### src/rtl/ifetch.sv
// Instruction-fetch stage: owns the PC, keeps one request in flight on the
// instruction bus, and fills the IF/ID register. A one-entry skid buffer absorbs a fetch that returns during a decode stall.
module ifetch #(
  parameter logic [63:0] RESET_PC = 64'h8000_0000
) (
  input  logic        clk,
  input  logic        reset,
  output logic        ireq_valid,
  output logic [63:0] ireq_addr,
  input  logic        iresp_data_ok,
  input  logic [31:0] iresp_data,
  input  logic        decode_wait,
  input  logic        redirect_valid,
  input  logic [63:0] redirect_pc,
  output logic        out_valid,
  output logic [63:0] out_pc,
  output logic [31:0] out_instr
);

  typedef enum logic [1:0] {FETCH, BUF, DRAIN} state_e;

  state_e      state_q;
  logic [63:0] pc_q;
  logic [63:0] drain_addr_q;
  logic [63:0] skid_pc_q;
  logic [31:0] skid_instr_q;
  logic        accept;

  assign accept     = !out_valid || !decode_wait;
  assign ireq_valid = !reset && (state_q != BUF);
  // During DRAIN the bus still sees the abandoned address until its response arrives.
  assign ireq_addr  = (state_q == DRAIN) ? drain_addr_q : pc_q;

  always_ff @(posedge clk) begin
    if (reset) begin
      state_q      <= FETCH;
      pc_q         <= RESET_PC;
      drain_addr_q <= '0;
      skid_pc_q    <= '0;
      skid_instr_q <= '0;
      out_valid    <= 1'b0;
      out_pc       <= '0;
      out_instr    <= '0;
    end else if (redirect_valid) begin
      out_valid    <= 1'b0;
      skid_pc_q    <= '0;
      skid_instr_q <= '0;
      pc_q         <= redirect_pc;
      case (state_q)
        FETCH: begin
          if (iresp_data_ok) begin
            state_q <= FETCH;
          end else begin
            drain_addr_q <= pc_q;
            state_q      <= DRAIN;
          end
        end
        BUF:     state_q <= FETCH;
        DRAIN:   state_q <= iresp_data_ok ? FETCH : DRAIN;
        default: state_q <= FETCH;
      endcase
    end else begin
      case (state_q)
        FETCH: begin
          if (iresp_data_ok) begin
            pc_q <= pc_q + 64'd4;
            if (accept) begin
              out_valid <= 1'b1;
              out_pc    <= pc_q;
              out_instr <= iresp_data;
            end else begin
              skid_pc_q    <= pc_q;
              skid_instr_q <= iresp_data;
              state_q      <= BUF;
            end
          end else if (accept) begin
            out_valid <= 1'b0;
          end
        end
        BUF: begin
          if (accept) begin
            out_valid <= 1'b1;
            out_pc    <= skid_pc_q;
            out_instr <= skid_instr_q;
            state_q   <= FETCH;
          end
        end
        DRAIN: begin
          if (iresp_data_ok) state_q <= FETCH;
        end
        default: state_q <= FETCH;
      endcase
    end
  end

endmodule

### config.mk
export PLATFORM = sky130hd
export DESIGN_NAME = ifetch
export DESIGN_NICKNAME = d
export VERILOG_FILES = /design/src/rtl/ifetch.sv
export SDC_FILE = /design/constraint.sdc
export NUM_CORES = 1
export LEC_CHECK = 0
export CAP_MARGIN = 20
export CORE_ASPECT_RATIO = 0.7
export CORE_MARGIN = 4
export CORE_UTILIZATION = 50
export DETAILED_ROUTE_END_ITERATION = 16
export MAX_ROUTING_LAYER = met4
export PLACE_DENSITY = 0.77
export SLEW_MARGIN = 20
export SYNTH_ARGS = -nofsm -noshare
export SYNTH_HDL_FRONTEND = slang
export SYNTH_SLANG_ARGS = --single-unit
### constraint.sdc
create_clock -name clk -period 4.7 [get_ports clk]
set_clock_uncertainty 0.05 [all_clocks]
set_input_delay 1.41 -clock clk [delete_from_list [all_inputs] [get_ports clk]]
set_output_delay 1.41 -clock clk [all_outputs]
set_load 0.05 [all_outputs]
==> results.env <==
GPL.FINAL_WEIGHTED_CONGESTION=0.891
FINALINSTANCEAREA_UM2=18200
CLKPWRFRAC=0.386
PLACEMENT_ROWS=51
PLACEABLECOREAREA_UM2=28100
IO_BUFFER_COUNT=262
SYNTHTOLAYOUTAREAGROWTH_PCT=26.1
RUN_STATUS='completed'
FIRST_PASS_ITERS=5
VIASPERCELL=5.80
TIMING_WORST_SETUP_PATH_TYPE='flop to output port'
CTSLONGESTPATHBUFFERS=3
WORST_HOLD_PATH.NUM_CELLS=2
CRITICAL_PATH_PEAK_FANOUT=44
NUMCLOCKSINKS=323
CTS_REPAIR_RESIZE_COUNT=0
WORST_CASE_SETUP_MARGIN_IN_THE_FINAL_LAYOUT_NS=0.254
POSTSYNTH.ASYNCRESETSHARE=0
PERIOD_MINUS_SLACK_NS=4.45
CRIT_PATH_CELL_TRACE='nor2b_4 > buf_4 > mux2_2 > clkdlybuf4s50_1'
NUMBER_OF_REMAINING_DRC_ERRORS=0
IR_DROP_uV=210
ANT_NETS=0
GRT_START_MAX_NET_PINS=213
YOSYSTOPAREACELLSHARE=0.449
CLKLATENCYLATEPIN_NS=0.52
FINAL-MAX-SLEW-VIOLATION-COUNT=0
POSTSYNTHAREAPERCELL_UM2=8.28
START_KIND='flop'
NETSWITCHINGPOWER_mW=1.90
DRIVE_ABOVE_1_SHARE=0.0785
DIE-WIDTH_UM=211
SYNTH-EDFF-COUNT=0
SLEW-LIMIT-HEADROOM=0.267
TOP_PORTS=263
POWER.STATIC_LEAKAGE_nW=5.84
VIAS=13300
FIRST_GLOBAL_VIAS=12500
POWER.DENSITY_nW_PER_UM2=367
WORSTSETUPENDPOINTTYPE='output port'
POWER.SHARE.COMBINATIONAL=0.165
CTS_MADE_BUFFERS=34
FINALHOLDVIOLCOUNT=0
TIMING_WORST_SLEW_PIN_VALUE_NS=1.10
NUMBER_OF_BUFFERS_INSERTED_FOR_HOLD_REPAIR_AFTER_CLOCK_TREE_SYNTHESIS=0
SYNTH_TOP_FLOP_CELL='sky130_fd_sc_hd__dfxtp_1'
POWER.INTERNAL_mW=4.76
SYN-NUM-NETS=1842
WHS_NS=0.402
LEADING_POST_SYNTHESIS_CELLS_BY_CELL_AREA='sky130_fd_sc_hd__dfxtp_1, sky130_fd_sc_hd__nand2_1, sky130_fd_sc_hd__mux2i_1'
DPL.HPWL_UM=28800
PLACED_CELLS_INCL_TAPS=2224
CP_DATA_ARRIVAL_TIME_NS=2.99
GRT_UTIL_ALL_LAYERS=0.269
FP.DIEH_UM=150
MIN-DELAY-PATH-CLASS='flop to flop'
CTS_SETUP_BUFFERS=0
NETLIST-CELL-TYPE-COUNT=47
DR.FIRST_ITER.DRC_COUNT=1105
PLACED_AREA_UM2=17100
SETUP-TNS-FINAL_NS=0
YS_WARN_COUNT=0
SYN-INSTANCE-COUNT=1740
CLOCK_TREE_FROM_TRITONCTS='yes'
CRIT_BUF_INV=2
FINAL-SETUP-VIOL-COUNT=0
FINISH.NET_COUNT=1991
GLOBAL_ROUTE.OVERFLOW_TOTAL=0
CTS_ROOT_BUF='sky130_fd_sc_hd__clkbuf_16'
FLOORPLAN.DIE_AREA_UM2=31600
FIN_CELLS=2284
ANTENNA_FOUND_INITIAL=2
POWER_SWITCHING_SHARE=0.285
REG2REGPATHDEPTH=5
GRT_FIRST_PASS_WIRELENGTH_UM=67400
PATH_CLK_SLEW_NS=0.06
SYNTH_AREA_LEADER_CELL='sky130_fd_sc_hd__dfxtp_1'
CELL_AREA_SYNTH_UM2=14400
WIRE_PER_INST_UM=18.9
CRIT_PATH_TOP_DELAY_CELL='sky130_fd_sc_hd__clkdlybuf4s50_1'
LAYOUT_WORST_PATH_CYCLE_SHARE=0.946
SLOWEST_DELAY_NS=0.72
START_UTIL=0.513
WORST-PATH-STAGES=4
MAXCAPVIOLCOUNT=0
ROUTE.FINAL.WIRE_LENGTH_UM=43200
POST-PLACE-WS_NS=0.311
YOSYS_REGISTER_BITS=323
CRITPATHTOPFAMILY='buffers and inverters'
SEQUENTIALPOWERSHARE=0.449
YS_SEQ_AREA_FRAC=0.449
REQUIRED_NS=3.24
MAX_FREQ_MHz=225
UNREPAIRED_SETUP_ENDPOINTS_AFTER_GLOBAL_ROUTING='false'
CTS.HTREE.LEVELS=2
## logic make-up after synthesis
logic type,Yosys count,synth area share
simple gates,680,0.206
compound gates,358,0.157
flops,323,0.449
buf+inv,184,0.0500
mux,160,0.117
xor+xnor,34,0.0207
fa+ha+maj,1,0.000868
## cell usage after synthesis (17+ instances only)
cell and n:
sky130_fd_sc_hd__a211oi_1 125, sky130_fd_sc_hd__a21oi_1 170, sky130_fd_sc_hd__clkbuf_1 154, sky130_fd_sc_hd__dfxtp_1 323, sky130_fd_sc_hd__mux2_2 62, sky130_fd_sc_hd__mux2i_1 98, sky130_fd_sc_hd__nand2_1 361, sky130_fd_sc_hd__nand3_1 27
sky130_fd_sc_hd__nand4_1 28, sky130_fd_sc_hd__nor2_1 158, sky130_fd_sc_hd__nor3_1 17, sky130_fd_sc_hd__o21ai_0 18, sky130_fd_sc_hd__xnor2_1 26
## final cells by class
class / instances / area, um^2
fillers: 2398 / 9910
multi-input cells: 1233 / 7280
flip-flops and latches: 323 / 6470
repair buffers: 288 / 2860
clock buffers: 53 / 1030
well taps: 371 / 464
inverters: 9 / 33.8
clock inverters: 5 / 28.8
diodes: 2 / 5.00
## cell usage in the layout (no fill, tap or decap), types with 5 or more instances in the layout
master / n
sky130_fd_sc_hd__a211oi_1: 125
sky130_fd_sc_hd__a21oi_1: 170
sky130_fd_sc_hd__a311oi_1: 13
sky130_fd_sc_hd__and2_1: 6
sky130_fd_sc_hd__and3_1: 13
sky130_fd_sc_hd__and4_1: 10
sky130_fd_sc_hd__buf_4: 23
sky130_fd_sc_hd__clkbuf_1: 9
sky130_fd_sc_hd__clkbuf_16: 35
sky130_fd_sc_hd__clkbuf_8: 9
sky130_fd_sc_hd__clkdlybuf4s50_1: 261
sky130_fd_sc_hd__dfxtp_1: 323
sky130_fd_sc_hd__inv_1: 8
sky130_fd_sc_hd__mux2_2: 62
sky130_fd_sc_hd__mux2i_1: 98
sky130_fd_sc_hd__nand2_1: 360
sky130_fd_sc_hd__nand3_1: 26
sky130_fd_sc_hd__nand4_1: 28
sky130_fd_sc_hd__nor2_1: 157
sky130_fd_sc_hd__nor3_1: 17
sky130_fd_sc_hd__nor4_1: 15
sky130_fd_sc_hd__o211a_1: 5
sky130_fd_sc_hd__o21ai_0: 18
sky130_fd_sc_hd__o31ai_1: 8
sky130_fd_sc_hd__or3_1: 16
sky130_fd_sc_hd__or4_1: 12
sky130_fd_sc_hd__xnor2_1: 26
sky130_fd_sc_hd__xor2_1: 8
## layer usage
metal,vias up,routed length [um],GRT usage
li1,6364,-,-
met1,6312,19600,0.376
met2,517,19400,0.410
met3,62,3310,0.0444
met4,0,985,0.0658
met5,-,0,-
## tightest hold or removal path: cells and delay by family (launching register included)
family	cells	cell delay (ns)
and+or+nand+nor	1	0.05
DFF	1	0.31
AOI/OAI and AO/OA	1	0.05
## path summary, 6_finish.rpt
kind	to	slack, ns	from
max reg2reg	out_pc[47]	1.64	state_q[0]
min	drain_addr_q[12]	0.40	drain_addr_q[12]
max	ireq_addr[47]	0.25	state_q[1]
min reg2reg	drain_addr_q[12]	0.40	drain_addr_q[12]
## sequential cells by signal, summed over array words and instances, names as in the netlist
signal / flops
out_instr: 32
skid_pc_q: 64
skid_instr_q: 32
drain_addr_q: 64
out_valid: 1
state_q: 2
out_pc: 64
pc_q: 64
## stage by stage
step | total power, mW | utilization
after detailed placement | 4.14 | 0.609
final | 6.66 | 0.647
after global placement | 4.12 | 0.609
after CTS | 6.71 | 0.647
after global routing | 6.89 | 0.647
after floorplan | 3.72 | -
## power by group through the flow
| stage | sequential, mW | clock (mW) | combinational [mW] |
|---|---|---|---|
| floorplan | 3.17 | 0 | 0.548 |
| global placement | 3.04 | 0 | 1.08 |
| detailed placement | 3.04 | 0 | 1.09 |
| CTS | 2.98 | 2.62 | 1.10 |
| global route | 3.00 | 2.72 | 1.16 |
| finish | 2.99 | 2.57 | 1.10 |
Power figures use the tool's default switching activity.
